## src/rtl/servo_pwm_gen.sv

```systemverilog
// servo_pwm_gen: fixed-period servo pulse generator fed by the PID stage.
// The duty request is clamped to MIN_DUTY..MAX_DUTY and latched only on frame
// load edges, so a frame never holds a torn or truncated pulse.
// Optional build macro: SERVO_PWM_SLEW_LIMIT_EN. When it is defined, each
// frame moves the latched duty toward the clamped request by at most SLEW_STEP.
module servo_pwm_gen #(
  parameter int PERIOD      = 1000000,
  parameter int MIN_DUTY    = 50000,
  parameter int CENTER_DUTY = 75000,
  parameter int MAX_DUTY    = 100000,
  parameter int SLEW_STEP   = 500
) (
  input  logic        clk,
  input  logic        rst,
  input  logic        en,
  input  logic [17:0] duty_in,
  output logic        pwm_out,
  output logic        period_start,
  output logic [17:0] duty_active,
  output logic        running
);

  localparam int          CNT_W  = 20;
  localparam logic [17:0] MIN_D  = 18'(MIN_DUTY);
  localparam logic [17:0] MAX_D  = 18'(MAX_DUTY);
  localparam logic [17:0] CTR_D  = 18'(CENTER_DUTY);
  localparam logic [CNT_W-1:0] LAST_CNT = CNT_W'(PERIOD - 1);

  // Reject parameter sets that would break the frame or clamp arithmetic.
  generate
    if (PERIOD >= (1 << CNT_W) || PERIOD <= MAX_DUTY) begin : g_bad_period
      $error("servo_pwm_gen: PERIOD must be < 2^20 and > MAX_DUTY");
    end
    if (MIN_DUTY < 1 || MIN_DUTY > CENTER_DUTY || CENTER_DUTY > MAX_DUTY ||
        MAX_DUTY >= (1 << 18)) begin : g_bad_duty
      $error("servo_pwm_gen: need 1 <= MIN_DUTY <= CENTER_DUTY <= MAX_DUTY < 2^18");
    end
    if (SLEW_STEP < 1 || SLEW_STEP >= (1 << 18)) begin : g_bad_slew
      $error("servo_pwm_gen: SLEW_STEP must be in 1..2^18-1");
    end
  endgenerate

  typedef enum logic {S_IDLE, S_RUN} state_t;

  state_t           state_q;
  logic [CNT_W-1:0] cnt_q;
  logic [17:0]      duty_q;
  logic             pwm_q;
  logic             ps_q;
  logic             run_q;

  logic [17:0]      target_d;
  logic [17:0]      next_duty_d;
  logic [CNT_W-1:0] cnt_inc_d;
  logic             pwm_cont_d;

  // Clamp the raw request into the servo's mechanical range.
  always_comb begin
    target_d = duty_in;
    if (duty_in < MIN_D)      target_d = MIN_D;
    else if (duty_in > MAX_D) target_d = MAX_D;
  end

`ifdef SERVO_PWM_SLEW_LIMIT_EN
  localparam logic [17:0] STEP_D = 18'(SLEW_STEP);
  logic [17:0] dist_d;

  // Step the latched duty toward the target; land exactly when within one step.
  // Both endpoints are already in range, so the result is too.
  always_comb begin
    dist_d      = '0;
    next_duty_d = target_d;
    if (target_d > duty_q) begin
      dist_d = target_d - duty_q;
      if (dist_d > STEP_D) next_duty_d = duty_q + STEP_D;
    end else begin
      dist_d = duty_q - target_d;
      if (dist_d > STEP_D) next_duty_d = duty_q - STEP_D;
    end
  end
`else
  // Without slew limiting the clamped request is loaded directly.
  always_comb begin
    next_duty_d = target_d;
  end
`endif

  // Next in-frame count and the pulse level that goes with it.
  always_comb begin
    cnt_inc_d  = cnt_q + CNT_W'(1);
    pwm_cont_d = (cnt_inc_d < {{(CNT_W-18){1'b0}}, duty_q});
  end

  // Frame FSM: all outputs registered so pwm_out is glitch-free.
  always_ff @(posedge clk or posedge rst) begin
    if (rst) begin
      state_q <= S_IDLE;
      cnt_q   <= '0;
      duty_q  <= CTR_D;
      pwm_q   <= 1'b0;
      ps_q    <= 1'b0;
      run_q   <= 1'b0;
    end else begin
      case (state_q)
        S_IDLE: begin
          cnt_q <= '0;
          if (en) begin
            state_q <= S_RUN;
            duty_q  <= next_duty_d;
            pwm_q   <= 1'b1;
            ps_q    <= 1'b1;
            run_q   <= 1'b1;
          end else begin
            pwm_q <= 1'b0;
            ps_q  <= 1'b0;
            run_q <= 1'b0;
          end
        end
        S_RUN: begin
          if (cnt_q == LAST_CNT) begin
            cnt_q <= '0;
            if (en) begin
              duty_q <= next_duty_d;
              pwm_q  <= 1'b1;
              ps_q   <= 1'b1;
            end else begin
              // duty_active is held across the park.
              state_q <= S_IDLE;
              pwm_q   <= 1'b0;
              ps_q    <= 1'b0;
              run_q   <= 1'b0;
            end
          end else begin
            cnt_q <= cnt_inc_d;
            pwm_q <= pwm_cont_d;
            ps_q  <= 1'b0;
          end
        end
        default: begin
          state_q <= S_IDLE;
          cnt_q   <= '0;
          pwm_q   <= 1'b0;
          ps_q    <= 1'b0;
          run_q   <= 1'b0;
        end
      endcase
    end
  end

  assign pwm_out      = pwm_q;
  assign period_start = ps_q;
  assign duty_active  = duty_q;
  assign running      = run_q;

endmodule

```

## config.mk

```make
export PLATFORM = sky130hd
export DESIGN_NAME = servo_pwm_gen
export DESIGN_NICKNAME = d
export VERILOG_FILES = /design/src/rtl/servo_pwm_gen.sv
export SDC_FILE = /design/constraint.sdc
export NUM_CORES = 1
export LEC_CHECK = 0
export ABC_AREA = 1
export BUFFER_PORTS_ARGS = -buffer_cell sky130_fd_sc_hd__buf_2
export CELL_PAD_IN_SITES_DETAIL_PLACEMENT = 1
export CELL_PAD_IN_SITES_GLOBAL_PLACEMENT = 1
export CORE_AREA = 3 3 91 93
export CTS_CLUSTER_DIAMETER = 100
export DETAILED_ROUTE_END_ITERATION = 10
export DIE_AREA = 0 0 94 96
export GPL_TIMING_DRIVEN = 0
export PLACE_DENSITY = 0.74
export SYNTH_ARGS = -nofsm -noshare
export SYNTH_HDL_FRONTEND = slang
export SYNTH_SLANG_ARGS = --single-unit
```

## constraint.sdc

```tcl
create_clock -name clk -period 2.21 [get_ports clk]
set_input_delay 0.3315 -clock clk [delete_from_list [all_inputs] [get_ports clk]]
set_output_delay 0.3315 -clock clk [all_outputs]
set_load 0.1 [all_outputs]
```

==> out/metrics.cfg, run 1 <==
[cts]
cts_tree = done
insertion_delay_ns = 0.30
h-tree-depth = 2
clk_pin_slew_ns = 0.09
cts_hold_buf = 0
clock-sinks = 42
cts_buffer_depth = 2
root_buffer = clkbuf_8
cts_buffers = 5

[logic_synthesis]
synth-compound-area-share = 0.05242
synth.area.top_cells = dfrtp_1 31%, nand2_1 14%, inv_1 8.5%, ha_1 8.1%, nor2_1 7.9%
syn_nets = 416
synth_xor_area_frac = 0.04700
yosys.area.top_type = dfrtp_1
synth_top_area_frac = 0.3073
ys_ff_latch = 42
synth_common_cells = 102 x nand2_1, 63 x inv_1, 58 x nor2_1
ys.flop_type = dfrtp_1
synth_cells = 377
synth.distinct_cells = 35
synthMuxAreaShare = 0
yosysSeqAreaShare = 0.3832
syn_area_sq_um = 2769
synth.avg_cell_area_sq_um = 7.345
ys_warn_count = 0
synth-simple-area-share = 0.3290
yosysMostFrequentCell = nand2_1
async_reset_ff_frac = 1.000
synth_edf_count = 0
synth-adder-area-share = 0.08134
synth_top_family_by_area = simple AND/OR/NAND/NOR gates

[outcome]
violations = negative setup slack
status = finished, violations left

[placed_design]
dp_hpwl_mm = 5.975
place_inst = 521
placed_cell_area_sq_um = 3158
place_ws_ns = -0.4317
portBuffers = 41
gp_congestion = 0.8381

[layout]
fin_area_sq_um = 3425
seq_area_sq_um = 1066
nFillCells = 1001
areaGrowthSynthToFinish_pct = 23.68
multi_input_area_sq_um = 1488
diodes = 0
finalNonFillerCells = 543
drive_above_1_share = 0.2721
fin_nets = 479

[power_and_ir_drop]
p_per_area_nw_per_um2 = 808.5
switching_share = 0.4166
power_switching_mw = 1.153
clock_power_share = 0.226
power_frac_comb = 0.423
p_int_mw = 1.615
irDropWorstVdd_uv = 280.9
p_leak_nw = 1.851
p_seq_frac = 0.351

[route]
vias_per_cell = 4.637
drt_wl_total_mm = 7.725
first_pass_iters = 4
wl_per_cell_microns = 14.23
ant_nets = 0
drt_iter0_drc = 106
vias = 2518
remaining_drc_errors = 0

[timing]
finClkSkew_ns = 0.005295
report.final.slew_viol_count = 0
setup_ws_ns = -0.09623
period_minus_slack_ns = 2.306
rsz0062_at_grt = true
holdWs_ns = 0.03786
timing.fmax_ghz = 0.4336
finalSetupViolations = 1
fin_crit_sh = 1.044
maxSlewHeadroom = 0.6042
hold_viol = 0
tightestPinTransition_ns = 0.5938

[setup_path]
required_ns = 2.45
crit_path_start_kind = flop
worstSetupEndpointType = flop
reg2reg_depth = 19
crit_arrival_ns = 2.55
crit_type = flop to flop
crit_fanout = 3

[hold_path]
hold_path.class = input port to async pin

[global_route]
grt_first_pass_wirelength_mm = 12.63
grt_pass1_vias = 2697
grt.overflow.total = 0
grt_max_degree = 24
grt_usage = 0.1807
antenna_found_initial = 0

[die]
die_y_microns = 96
die_w_microns = 94
start_util = 0.3640
dieArea_sq_um = 9024
io_pins = 42
num_rows = 32
core_sq_um = 7607

[flow_run]
drv_cap = 0

-- power by group through the flow --
| stage | registers [mW] | logic [mW] | clock network [mW] |
|---|---|---|---|
| final | 0.972 | 1.17 | 0.625 |
| after CTS | 0.977 | 1.11 | 0.639 |
| after floorplan | 1.23 | 0.512 | 0 |
| after global placement | 1.01 | 0.923 | 0 |
| after global routing | 0.991 | 1.29 | 0.666 |
| after detailed placement | 1.01 | 0.982 | 0 |
-- critical path, cell delays in order, from the launching register on --
cell,delay (ns)
dfrtp_1,0.40
ha_4,0.17
nand2_4,0.05
nor2_4,0.10
nand4_4,0.12
nor2_4,0.16
xnor2_2,0.14
inv_1,0.06
ha_1,0.28
nand2_2,0.09
inv_1,0.05
nand2_1,0.08
nand2_1,0.05
a21oi_1,0.16
nand2_2,0.08
nand2_1,0.06
nand2_1,0.05
nand2_1,0.05
nand2_1,0.05
nand2_1,0.05
-- sequential cells by signal (all words and copies together), names as in the netlist --
name / cells
cnt_q: 20
duty_active: 18
period_start: 1
pwm_out: 1
running: 1
state_q: 1
-- cell families (layout without fill, tap and decap cells) --
logic type	after synthesis	in the layout
and+or+nand+nor	204	204
buffers and inverters	73	137
DFF	42	42
AOI/OAI and AO/OA	26	26
adders and majority gates	18	18
xor gates and xnor gates	14	14
-- final timing paths --
kind	from	end	slack [ns]
min in group clk	duty_in[3]	duty_active[3]	0.23
hold reg to reg	running	running	0.48
max in group asynchronous	rst	cnt_q[7]	1.68
hold / removal	rst	duty_active[1]	0.04
setup reg to reg	cnt_q[1]	pwm_out	-0.1
setup / recovery	cnt_q[1]	pwm_out	-0.1
-- what timing repair did --
item / 4_1_cts / 5_1_grt
hold endpoints to repair: 0 / 0
buffers inserted: 11 / 3
pin swaps: 6 / 0
setup endpoints to repair: 1 / 1
gates resized for setup: 11 / 6
-- routing by layer --
layer | GRT usage | wire length, microns | vias up | part of all wire
met1 | 0.2021 | 3209 | 1201 | 0.42
met2 | 0.3412 | 4136 | 36 | 0.54
met4 | 0.07702 | 186 | 0 | 0.024
met5 | 0 | 0 | - | 0
li1 | - | - | 1268 | -
met3 | 0.02502 | 192 | 13 | 0.025
-- stage by stage --
stage                       util  power [mW]  TNS [ns]
after CTS                 0.4447       2.728   -0.1041
after floorplan                -       1.746  -0.03193
after global placement    0.4115       1.934   -0.4155
after global routing      0.4502       2.950   -0.2884
final                     0.4502       2.769  -0.09623
after detailed placement  0.4151       1.994   -0.4317
-- layout by cell type, fill, tap and decap left out, types with 4 or more instances in the layout --
| cell | netlist | final |
|---|---|---|
| ha_1 | 18 | 17 |
| dfstp_2 | 8 | 8 |
| dfrtp_2 | 0 | 4 |
| buf_2 | 0 | 41 |
| nand2_1 | 102 | 97 |
| clkbuf_8 | 0 | 5 |
| dfrtp_1 | 34 | 30 |
| nand2_2 | 6 | 10 |
| a21oi_1 | 12 | 12 |
| nand3_1 | 14 | 14 |
| nor2_1 | 58 | 56 |
| o21ai_0 | 6 | 6 |
| xor2_1 | 8 | 7 |
| inv_1 | 63 | 61 |
| inv_2 | 3 | 5 |
| nor2_4 | 3 | 5 |
| nand3_2 | 7 | 7 |
| buf_4 | 2 | 16 |
-- layout make-up --
type / count / share of cell area
Buffer: 6 / 0.01315
Sequential cell: 42 / 0.3113
Timing Repair Buffer: 56 / 0.09865
Inverter: 67 / 0.07344
Clock buffer: 5 / 0.02010
Tap cell: 102 / 0.03727
Multi-Input combinational cell: 262 / 0.4344
Clock inverter: 3 / 0.01169
(Power assumes the default switching activity.)
==> inputs of run 2 (changes only) <==
--- a/config.mk
+++ b/config.mk
@@ -13,7 +13,6 @@
 export CTS_CLUSTER_DIAMETER = 100
 export DETAILED_ROUTE_END_ITERATION = 10
 export DIE_AREA = 0 0 94 96
-export GPL_TIMING_DRIVEN = 0
 export PLACE_DENSITY = 0.74
 export SYNTH_ARGS = -nofsm -noshare
 export SYNTH_HDL_FRONTEND = slang
==> out/metrics.cfg, run 2 (synthesis results as in run 1) <==
[layout]
fin_area_sq_um = 3415
fin_nets = 479
final_common_cell = nand2_1
largest_reg_flops = 20
layout_common_cells = 99 x nand2_1, 59 x inv_1, 56 x nor2_1
areaGrowthSynthToFinish_pct = 23.32
final_util = 0.4488
drive_above_1_share = 0.2750
nFillCells = 967
diodes = 0
largest-register = cnt_q

[die]
io_pins = 42
start_util = 0.3640
dieArea_sq_um = 9024
core_sq_um = 7607
die_y_microns = 96
num_rows = 32
die_w_microns = 94

[global_route]
grt.overflow.total = 0
grt_max_degree = 43
grt_first_pass_wirelength_mm = 12.69
grt_usage = 0.1785
grt_pass1_vias = 2711
antenna_found_initial = 0

[power_and_ir_drop]
power_switching_mw = 1.103
p_seq_frac = 0.370
irDropWorstVdd_uv = 264.0
p_int_mw = 1.478
p_leak_nw = 1.837
power.total_mw = 2.581
p_per_area_nw_per_um2 = 756.0
power_frac_comb = 0.444
clock_power_share = 0.186
switching_share = 0.4274

[timing]
finClkSkew_ns = 0.007090
report.final.slew_viol_count = 0
hold_viol = 0
finalSetupViolations = 1
holdWs_ns = 0.1720
fin_crit_sh = 1.071
rsz0062_at_grt = true
timing.fmax_ghz = 0.4226
setup_tns_ns = -0.1564
period_minus_slack_ns = 2.366
maxSlewHeadroom = 0.6367
setup_ws_ns = -0.1564
tightestPinTransition_ns = 0.5449

[placed_design]
dp_hpwl_mm = 5.934
placed_cell_area_sq_um = 3206
portBuffers = 41
gp_congestion = 0.8127

[setup_path]
required_ns = 2.39
crit_fanout = 3
reg2reg_depth = 15
worstSetupEndpointType = flop
crit_path_start_kind = flop
crit_type = flop to flop
crit_arrival_ns = 2.55

[cts]
root_buffer = clkbuf_8
insertion_delay_ns = 0.29
clock-sinks = 42
clk_pin_slew_ns = 0.08
cts_buffer_depth = 2
cts_tree = done
h-tree-depth = 2
cts_buffers = 5

[route]
drt_iter0_drc = 53
wl_per_cell_microns = 13.78
vias_per_cell = 4.694
drt_wl_total_mm = 7.468
first_pass_iters = 4
vias = 2544
remaining_drc_errors = 0
ant_nets = 0

[outcome]
status = finished, violations left
violations = negative setup slack

[flow_run]
drv_cap = 0

[hold_path]
hold_path.class = input port to async pin

## run 2: cell count changes in the layout (fill, tap and decap cells not counted), sizes merged
| cell | before | now |
|---|---|---|
| bufinv | 1 | 0 |
| buf | 60 | 62 |
| clkinv | 3 | 1 |
## run 2: path summary, 6_finish.rpt
path / to / start / slack [ns]
min in group clk: duty_active[3] / duty_in[3] / 0.25
worst max-delay path: pwm_out / cnt_q[0] / -0.16
worst min register to register: running / running / 0.48
worst min-delay path: duty_active[1] / rst / 0.17
max in group asynchronous: duty_active[13] / rst / 1.65
worst max register to register: pwm_out / cnt_q[0] / -0.16
## run 2: critical path: stages (launching register included)
cell	delay, ns
dfrtp_1	0.40
ha_4	0.16
nand2_4	0.05
nor2_4	0.13
nand4_4	0.12
nor2_4	0.19
buf_4	0.13
nand2_2	0.06
xnor2_2	0.16
ha_1	0.28
inv_1	0.05
o31a_1	0.29
nand2_1	0.06
nand2_1	0.06
nand2_1	0.05
nand2_1	0.05
## run 2: what timing repair did
item                       4_1_cts  5_1_grt
pin swaps                        4       10
setup endpoints to repair        1        1
hold buffers                     0        0
setup buffers                    2        3
gates resized for setup          6       14
## run 2: area by class of cell
cell class / instances / area (sq um) / share of cell area
flip-flops and latches: 42 / 1061 / 0.3107
clock buffers: 7 / 76.32 / 0.02235
multi-input cells: 262 / 1535 / 0.4496
inverters: 67 / 251.5 / 0.07365
well taps: 102 / 127.6 / 0.03738
repair buffers: 62 / 362.8 / 0.1063
## run 2: through the flow
stage	setup WS, ns	cells
finish	-0.1564	542
CTS	-0.1026	539
global route	-0.2859	542
floorplan	-0.03193	377
global placement	-0.05344	530
detailed placement	-0.2065	530
## run 2: power by group through the flow
stage,logic [mW],registers [mW],clock network [mW]
final,1.15,0.956,0.481
after global routing,1.28,0.972,0.531
after CTS,1.12,0.961,0.492
after detailed placement,1.10,0.976,0
after global placement,1.07,0.969,0
after floorplan,0.512,1.23,0
## run 2: metal layers
metal | up-vias | GRT usage | wire (microns)
met5 | - | 0 | 0
met4 | 0 | 0.05295 | 141
met3 | 14 | 0.02737 | 279
met2 | 46 | 0.3329 | 3855
met1 | 1217 | 0.2109 | 3190
li1 | 1267 | - | -
==> inputs of run 3 (changes only) <==
--- a/config.mk
+++ b/config.mk
@@ -6,13 +6,13 @@
 export NUM_CORES = 1
 export LEC_CHECK = 0
 export ABC_AREA = 1
-export BUFFER_PORTS_ARGS = -buffer_cell sky130_fd_sc_hd__buf_2
 export CELL_PAD_IN_SITES_DETAIL_PLACEMENT = 1
 export CELL_PAD_IN_SITES_GLOBAL_PLACEMENT = 1
-export CORE_AREA = 3 3 91 93
+export CORE_AREA = 3 3 86 88
 export CTS_CLUSTER_DIAMETER = 100
 export DETAILED_ROUTE_END_ITERATION = 10
-export DIE_AREA = 0 0 94 96
+export DIE_AREA = 0 0 89 91
+export DONT_BUFFER_PORTS = 1
 export PLACE_DENSITY = 0.74
 export SYNTH_ARGS = -nofsm -noshare
 export SYNTH_HDL_FRONTEND = slang
==> out/metrics.cfg, run 3 (synthesis results as in run 1) <==
[outcome]
status = finished, violations left
violations = negative setup slack

[route]
first_pass_iters = 4
wl_per_cell_microns = 15.90
vias_per_cell = 5.030
ant_nets = 0
remaining_drc_errors = 0
drt_iter0_drc = 67
drt_wl_total_mm = 8.032
vias = 2540

[cts]
insertion_delay_ns = 0.30
cts_buffer_depth = 2
clk_pin_slew_ns = 0.09
root_buffer = clkbuf_8
cts_buffers = 5
clock-sinks = 42
cts_tree = done
h-tree-depth = 2

[timing]
period_minus_slack_ns = 2.387
report.final.slew_viol_count = 0
tightestPinTransition_ns = 0.4477
setup_ws_ns = -0.1767
setup_tns_ns = -0.1767
maxSlewHeadroom = 0.7012
timing.fmax_ghz = 0.4190
finalSetupViolations = 1
rsz0062_at_grt = true
finClkSkew_ns = 0.01610
hold_viol = 0
fin_crit_sh = 1.080

[global_route]
grt_first_pass_wirelength_mm = 12.85
antenna_found_initial = 0
grt_pass1_vias = 2686
grt_usage = 0.2035
grt.overflow.total = 0
grt_max_degree = 20

[die]
dieArea_sq_um = 8099
die_w_microns = 89
io_pins = 42
die_y_microns = 91
num_rows = 30
core_sq_um = 6719
start_util = 0.4121

[power_and_ir_drop]
power.total_mw = 2.632
irDropWorstVdd_uv = 370.2
p_per_area_nw_per_um2 = 772.4
p_leak_nw = 1.805

[setup_path]
worstSetupEndpointType = flop
crit_arrival_ns = 2.58
r2r_slack_ns = -0.18
required_ns = 2.40
crit_fanout = 3
crit_type = flop to flop
crit_path_start_kind = flop

[layout]
final_common_cell = nand2_1
areaGrowthSynthToFinish_pct = 23.05
final_util = 0.5071
diodes = 0
fin_nets = 463
largest_reg_flops = 20
layout_common_cells = 100 x nand2_1, 60 x inv_1, 57 x nor2_1
largest-register = cnt_q
nFillCells = 836
drive_above_1_share = 0.2447

[placed_design]
dp_hpwl_mm = 6.134
gp_congestion = 0.8697
portBuffers = 0
place_ws_ns = -0.1912

[flow_run]
drv_cap = 0

[hold_path]
hold_path.class = input port to flop

==> run 3: worst max-delay path, stage by stage (launching register included) <==
cell	delay, ns
dfrtp_2	0.41
ha_4	0.15
nand2_4	0.05
nor2_4	0.13
nand4_4	0.12
nor2_4	0.18
buf_4	0.14
nand2_4	0.06
xnor2_4	0.17
ha_4	0.27
inv_1	0.06
o31a_1	0.30
nand2_1	0.08
nand2_1	0.06
nand2_1	0.05
nand2_1	0.05
==> run 3: timing repair <==
item,in CTS,in global routing
hold endpoints to repair,7,0
pin swaps,7,9
endpoints found under the setup margin,1,1
hold buffers,1,0
setup buffers,3,1
resized for setup,9,13
==> run 3: final cells by class <==
| cell class | instances | area (sq um) | area share |
|---|---|---|---|
| multi-input combinational | 262 | 1556 | 0.4568 |
| timing repair buffer | 46 | 351.6 | 0.1032 |
| clock inverter | 1 | 7.507 | 0.002203 |
| clock buffer | 7 | 76.32 | 0.02240 |
| inverter | 67 | 251.5 | 0.07382 |
| sequential | 42 | 1064 | 0.3122 |
| tap | 80 | 100.1 | 0.02938 |
==> run 3: report_power, final <==
group	total [mW]	internal, mW	switching [mW]
combinational	1.16	0.391	0.766
clock	0.513	0.224	0.289
sequential	0.962	0.878	0.0833
total	2.63	1.49	1.14
==> run 3: metrics by stage <==
stage | std cells | area (sq um) | hold WS (ns)
after floorplan | 377 | 2798 | 0.4220
after global placement | 492 | 3161 | 0.1535
after detailed placement | 492 | 3161 | 0.1660
after CTS | 504 | 3331 | 0.1211
after global routing | 505 | 3407 | 0.1188
final | 505 | 3407 | 0.1276
==> run 3: path summary, 6_finish.rpt <==
check	start	cells past startpoint	to
min	duty_in[3]	2	duty_active[3]
max reg2reg	cnt_q[0]	15	pwm_out
max in group asynchronous	rst	3	cnt_q[11]
min in group asynchronous	rst	2	duty_active[2]
max	cnt_q[0]	15	pwm_out
min reg2reg	running	1	running
==> run 3: metal layers <==
metal | vias to the layer above | part of all wire | track usage
met5 | - | 0 | 0
met4 | 0 | 0.020 | 0.05211
met3 | 14 | 0.036 | 0.03267
met2 | 59 | 0.53 | 0.3620
met1 | 1229 | 0.41 | 0.2511
li1 | 1238 | - | -
